===== src/rtl/neuron_alu_pkg.sv =====
// neuron_alu_pkg: activation mode encoding and sigmoid-step breakpoints/levels
package neuron_alu_pkg;
  typedef enum logic {ACT_SIGMOID = 1'b0, ACT_RELU = 1'b1} act_mode_t;
  localparam int SIG_BP_LO_OUT = -5;
  localparam int SIG_BP_LO_IN = -3;
  localparam int SIG_BP_HI_IN = 3;
  localparam int SIG_BP_HI_OUT = 5;
  localparam int SIG_LVL_MIN = 0;
  localparam int SIG_LVL_LO = 1;
  localparam int SIG_LVL_MID = 4;
  localparam int SIG_LVL_HI = 7;
  localparam int SIG_LVL_MAX = 8;
endpackage


===== src/rtl/neuron_activation.sv =====
// neuron_activation: z = (acc >>> FRAC_SHIFT) + 2*bias, then sigmoid step or clamped relu
module neuron_activation
  import neuron_alu_pkg::*;
#(
  parameter int ACC_WIDTH = 16,
  parameter int B_WIDTH = 4,
  parameter int FRAC_SHIFT = 2,
  parameter int OUT_WIDTH = 4
) (
  input  logic signed [ACC_WIDTH-1:0] acc,
  input  logic signed [B_WIDTH-1:0]   bias,
  input  act_mode_t                   act_mode,
  output logic [OUT_WIDTH-1:0]        act
);
  localparam int ZW = ACC_WIDTH + B_WIDTH + 2;
  localparam logic signed [ZW-1:0] RELU_MAX = ZW'((64'd1 << OUT_WIDTH) - 64'd1);
  logic signed [ZW-1:0] acc_ext, bias_ext, z;
  logic [3:0] lvl;
  logic [OUT_WIDTH-1:0] relu;
  always_comb begin
    acc_ext = ZW'(acc);
    bias_ext = ZW'(bias);
    z = (acc_ext >>> FRAC_SHIFT) + (bias_ext <<< 1);
    lvl = z < SIG_BP_LO_OUT ? 4'(SIG_LVL_MIN) :
          z <= SIG_BP_LO_IN ? 4'(SIG_LVL_LO) :
          z < SIG_BP_HI_IN ? 4'(z + ZW'(SIG_LVL_MID)) :
          z <= SIG_BP_HI_OUT ? 4'(SIG_LVL_HI) : 4'(SIG_LVL_MAX);
    relu = z < 0 ? '0 : z > RELU_MAX ? OUT_WIDTH'(RELU_MAX) : OUT_WIDTH'(z);
    act = act_mode == ACT_RELU ? relu : OUT_WIDTH'(lvl);
  end
endmodule


===== src/rtl/neuron_mac_pipeline.sv =====
// neuron_mac_pipeline: pipelined multi-beat signed MAC with saturating accumulator and activation
module neuron_mac_pipeline
  import neuron_alu_pkg::*;
#(
  parameter int LANES = 4,
  parameter int W_WIDTH = 4,
  parameter int X_WIDTH = 4,
  parameter int B_WIDTH = 4,
  parameter int ACC_WIDTH = 16,
  parameter int FRAC_SHIFT = 2,
  parameter int OUT_WIDTH = 4
) (
  input  logic                       clk,
  input  logic                       rst,
  input  logic                       in_valid,
  output logic                       in_ready,
  input  logic                       in_last,
  input  logic [LANES*W_WIDTH-1:0]   weights,
  input  logic [LANES*X_WIDTH-1:0]   inputs,
  input  logic [B_WIDTH-1:0]         bias,
  input  logic                       act_mode,
  output logic                       out_valid,
  input  logic                       out_ready,
  output logic [OUT_WIDTH-1:0]       out_act,
  output logic [ACC_WIDTH-1:0]       out_acc,
  output logic                       out_ovf
);
  localparam int PW = W_WIDTH + X_WIDTH + $clog2(LANES);
  localparam logic signed [ACC_WIDTH-1:0] ACC_MAX = {1'b0, {(ACC_WIDTH-1){1'b1}}};
  localparam logic signed [ACC_WIDTH-1:0] ACC_MIN = {1'b1, {(ACC_WIDTH-1){1'b0}}};
  logic s1_valid_q, s1_valid_d, s1_last_q, s1_last_d, s1_mode_q, s1_mode_d;
  logic signed [PW-1:0] s1_sum_q, s1_sum_d, prod_sum;
  logic signed [B_WIDTH-1:0] s1_bias_q, s1_bias_d;
  logic signed [ACC_WIDTH-1:0] acc_q, acc_d, acc_next, base;
  logic signed [ACC_WIDTH:0] sum_ext;
  logic first_q, first_d, ovf_q, ovf_d, beat_ovf, stall, accept, s2_fire, s2_done;
  logic out_valid_q, out_valid_d, out_ovf_q, out_ovf_d;
  logic [ACC_WIDTH-1:0] out_acc_q, out_acc_d;
  logic [OUT_WIDTH-1:0] out_act_q, out_act_d, act_next;
  always_comb begin
    prod_sum = '0;
    for (int i = 0; i < LANES; i++)
      prod_sum += PW'($signed(weights[i*W_WIDTH +: W_WIDTH])) *
                  PW'($signed({1'b0, inputs[i*X_WIDTH +: X_WIDTH]}));
  end
  assign stall = s1_valid_q && s1_last_q && out_valid_q && !out_ready;
  assign in_ready = !stall && !rst;
  assign accept = in_valid && in_ready;
  assign s2_fire = s1_valid_q && !stall;
  assign s2_done = s2_fire && s1_last_q;
  assign base = first_q ? '0 : acc_q;
  assign sum_ext = (ACC_WIDTH+1)'(base) + (ACC_WIDTH+1)'(s1_sum_q);
  assign beat_ovf = sum_ext[ACC_WIDTH] != sum_ext[ACC_WIDTH-1];
  assign acc_next = beat_ovf ? (sum_ext[ACC_WIDTH] ? ACC_MIN : ACC_MAX) : sum_ext[ACC_WIDTH-1:0];
  neuron_activation #(
    .ACC_WIDTH(ACC_WIDTH), .B_WIDTH(B_WIDTH), .FRAC_SHIFT(FRAC_SHIFT), .OUT_WIDTH(OUT_WIDTH)
  ) u_act (
    .acc(acc_next), .bias(s1_bias_q), .act_mode(act_mode_t'(s1_mode_q)), .act(act_next)
  );
  always_comb begin
    s1_valid_d = accept ? 1'b1 : s2_fire ? 1'b0 : s1_valid_q;
    s1_last_d = accept ? in_last : s1_last_q;
    s1_mode_d = accept ? act_mode : s1_mode_q;
    s1_sum_d = accept ? prod_sum : s1_sum_q;
    s1_bias_d = accept ? bias : s1_bias_q;
    acc_d = s2_fire ? acc_next : acc_q;
    first_d = s2_fire ? s1_last_q : first_q;
    ovf_d = s2_fire ? ((!first_q && ovf_q) || beat_ovf) : ovf_q;
    out_valid_d = s2_done || (out_valid_q && !out_ready);
    out_acc_d = s2_done ? acc_next : out_acc_q;
    out_ovf_d = s2_done ? ovf_d : out_ovf_q;
    out_act_d = s2_done ? act_next : out_act_q;
  end
  always_ff @(posedge clk) begin
    if (rst) begin
      s1_valid_q <= 1'b0;
      s1_last_q <= 1'b0;
      s1_mode_q <= 1'b0;
      s1_sum_q <= '0;
      s1_bias_q <= '0;
      acc_q <= '0;
      first_q <= 1'b1;
      ovf_q <= 1'b0;
      out_valid_q <= 1'b0;
      out_acc_q <= '0;
      out_ovf_q <= 1'b0;
      out_act_q <= '0;
    end else begin
      s1_valid_q <= s1_valid_d;
      s1_last_q <= s1_last_d;
      s1_mode_q <= s1_mode_d;
      s1_sum_q <= s1_sum_d;
      s1_bias_q <= s1_bias_d;
      acc_q <= acc_d;
      first_q <= first_d;
      ovf_q <= ovf_d;
      out_valid_q <= out_valid_d;
      out_acc_q <= out_acc_d;
      out_ovf_q <= out_ovf_d;
      out_act_q <= out_act_d;
    end
  end
  assign out_valid = out_valid_q;
  assign out_acc = out_acc_q;
  assign out_ovf = out_ovf_q;
  assign out_act = out_act_q;
endmodule


===== config.mk =====
export PLATFORM = sky130hd
export DESIGN_NAME = neuron_mac_pipeline
export DESIGN_NICKNAME = d
export VERILOG_FILES = /design/src/rtl/neuron_alu_pkg.sv /design/src/rtl/neuron_activation.sv /design/src/rtl/neuron_mac_pipeline.sv
export SDC_FILE = /design/constraint.sdc
export NUM_CORES = 1
export LEC_CHECK = 0
export CORE_ASPECT_RATIO = 1.2
export CORE_MARGIN = 2
export CORE_UTILIZATION = 30
export DETAILED_ROUTE_END_ITERATION = 6
export PLACE_DENSITY_LB_ADDON = 0.08
export SLEW_MARGIN = 20
export SYNTH_ARGS = -nofsm -noshare
export SYNTH_HDL_FRONTEND = slang
export SYNTH_SLANG_ARGS = --single-unit

===== constraint.sdc =====
create_clock -name clk -period 16.5 [get_ports clk]
set_clock_uncertainty 0.15 [all_clocks]
set_input_delay 3.3 -clock clk [delete_from_list [all_inputs] [get_ports clk]]
set_output_delay 3.3 -clock clk [all_outputs]
set_load 0.05 [all_outputs]

==> results.py <==
metrics = {
    "worst_setup_path": {
        "cp_common_cell": "fa_1",
        "crit_arrival_ns": 8.98,
        "crit_path_top_delay_cell": "clkdlybuf4s50_1",
        "critPathKind": "primary input to register",
        "r2r-start": "first_q",
        "cp_max_fo": 11,
        "cp_slowest_stage_delay_ns": 0.78,
        "crit_cells": 18,
        "end_kind": "register",
        "critical_path.cell_chain": "clkdlybuf4s50_1 > nand2b_1 > fa_1 > fa_1 > fa_1 > fa_1 > inv_1 > fa_1 > fa_1 > ha_1 > inv_1 > o21ai_0 > a21oi_1 > o21bai_1 > a21oi_1 > o21bai_1 > a2111o_1 > nand3_1",
        "crit_family": "adder cells",
        "critPathRequiredTime_ns": 16.62,
        "crit_path_start": "weights[11]",
        "path_buf_inv": 3,
        "r2r_cells": 21,
        "critPathLaunchType": "primary input",
    },
    "floorplanning": {
        "core_um2": 22400,
        "fp.dieW_um": 141,
        "num_rows": 60,
        "initial_core_util_pct": 30.4,
        "dieArea_um2": 23900,
        "fp.dieH_um": 169,
        "io-pin-count": 65,
    },
    "route": {
        "ant_nets": 0,
        "vias": 5779,
        "first_pass_iters": 4,
        "drc": 0,
        "viasPerCell": 4.96,
        "wl_per_cell_um": 16.7,
        "drt-total-wl_um": 19400,
        "drt_iter0_markers": 207,
    },
    "synthesis": {
        "synth_top_area_share_pct": 18.0,
        "syn_area_per_cell_um2": 8.21,
        "syn_area_um2": 6800,
        "ys_ff_latch": 57,
        "ys_types": 56,
        "yosysSeqAreaShare_pct": 16.8,
        "ys_top_cells_by_count": "94 x inv_1, 92 x nand2_1, 74 x ha_1",
        "synth_compound_area_share_pct": 19.9,
        "yosysTopAreaCell": "fa_1",
        "synth_ff_type": "dfxtp_1",
        "synthAdderAreaFrac_pct": 31.7,
        "synth_top_family_by_area": "adder cells",
        "synth_edf_count": 0,
        "synthXorXnorAreaFrac_pct": 3.99,
        "syn_nets": 1005,
        "yosysWarnings": 0,
        "synth.area.mux_share_pct": 0.442,
        "yosysMostFrequentCell": "inv_1",
        "yosys.area_share.simple_pct": 20.3,
        "asyncSetResetFlopFracSynth_pct": 0,
        "syn_inst": 828,
        "ys_top_cells_by_area": "fa_1 18%, dfxtp_1 17%, ha_1 14%",
    },
    "worst_hold_path": {
        "hold_path.class": "register to register",
        "hold_depth": 2,
        "hold_start": "acc_q[10]",
    },
    "job": {
        "drv_cap": 0,
    },
    "cells_and_area": {
        "regArea_um2": 1140,
        "area_growth_pct": 17.8,
        "drive_gt1_share_pct": 3.16,
        "fillers": 2433,
        "multi_input_comb_area_um2": 5200,
        "antenna_cells": 0,
        "fin_nets": 1057,
    },
    "cts": {
        "hold_buffers": 0,
        "postCtsSetupBuffers": 0,
        "h-tree-depth": 3,
        "numCtsBuffers": 9,
        "clock_latency_ns": 0.33,
        "cts_tree": "built",
        "cts_resized": 0,
        "clk_path_buf_depth": 2,
        "path_clk_slew_ns": 0.05,
        "clockRootBuffer": "clkbuf_16",
        "numClockSinks": 57,
    },
    "global_route": {
        "overflow": 0,
        "grt_max_degree": 61,
        "grt_use_total_pct": 17.0,
        "grt_pass1_vias": 6066,
        "grt_pass1_wl_um": 31900,
        "grt_antenna_before_repair": 0,
    },
    "power_and_ir_drop": {
        "p_leak_uw": 0.00355,
        "peakVddDrop_mv": 0.0726,
        "powerDensity_nw_per_um2": 154,
    },
    "status": {
        "outcome": "finished clean",
    },
    "timing": {
        "hold_viol": 0,
        "tightest_slew_ns": 0.966,
        "max_freq_mhz": 113,
        "finalCriticalPeriod_ns": 8.86,
        "timing.final.crit_share_pct": 53.7,
        "final-max-slew-violation-count": 0,
        "max_slew_margin_pct": 33.9,
        "setup_violations": 0,
        "rsz0062_at_grt": "no",
        "tns_ns": 0,
        "setup_slack_ns": 7.64,
    },
    "placed_design": {
        "pre_cts_ws_ns": 7.23,
        "port_buffers": 64,
        "routabilityCongestion": 0.822,
        "dp_hpwl_um": 16200,
    },
}
==> layout make-up <==
type | instances | area share (%)
sequential | 57 | 14.2
clock buffer | 10 | 2.86
timing repair buffer | 69 | 8.40
clock inverter | 6 | 0.844
inverter | 94 | 4.41
tap | 279 | 4.36
multi-input combinational | 649 | 64.9
==> state kept, by name, indices dropped and copies added, names as in the netlist, 4 cells and up <==
name / count
acc_q: 16
out_acc: 16
out_act: 4
s1_bias_q: 4
s1_sum_q: 10
==> cell usage in the layout, fill, tap and decap left out, types with 22 or more instances in the layout <==
cell	instances
o21ai_0	30
dfxtp_1	57
nand2_1	92
fa_1	61
xnor2_1	23
inv_1	94
ha_1	74
a211oi_1	22
nor2b_1	25
clkdlybuf4s50_1	63
and2_1	31
a21oi_1	55
nor2_1	58
==> final timing paths <==
| path | endpoint | slack (ns) |
|---|---|---|
| worst max register to register | out_act[2] | 9.29 |
| worst max-delay path | s1_sum_q[9] | 7.64 |
| worst min register to register | acc_q[10] | 0.30 |
| worst min-delay path | acc_q[10] | 0.30 |
==> worst min-delay path: stages (launching register included) <==
cell and delay [ns]:
dfxtp_1 0.30, nand2_1 0.05, a21oi_1 0.05
==> metal layers <==
layer  global-route usage (%)  vias to the layer above  part of all wire (%)
met5                        0                        -                     0
met4                     4.17                        0                   1.3
met1                     19.8                     2719                    43
li1                         -                     2945                     -
met3                     1.95                       19                   2.2
met2                     32.8                       96                    53
==> per-stage QoR <==
| step | cell area (um2) | util [%] | hold WS, ns | total power [uW] | instances |
|---|---|---|---|---|---|
| 2_1_floorplan | 6800 | - | 0.282 | 835 | 828 |
| 3_3_place_gp | 7710 | 34.5 | 0.290 | 1070 | 1148 |
| 3_5_place_dp | 7710 | 34.5 | 0.295 | 1070 | 1148 |
| 4_1_cts | 8010 | 35.8 | 0.302 | 1260 | 1164 |
| 5_1_grt | 8010 | 35.8 | 0.319 | 1380 | 1164 |
| 6_report | 8010 | 35.8 | 0.299 | 1230 | 1164 |
==> cell families (layout without fill, tap and decap cells) <==
| family | after synthesis | in the layout |
|---|---|---|
| xor+xnor | 31 | 31 |
| compound gates | 200 | 200 |
| mux | 3 | 3 |
| simple gates | 279 | 279 |
| fa+ha+maj | 136 | 136 |
| flops | 57 | 57 |
| buf+inv | 122 | 179 |
==> power by group <==
part | internal, uW | switching, uW
clock network | 117 | 70.7
registers | 156 | 13.6
logic | 368 | 507
Note: power is estimated with default switching activity, not from simulation.
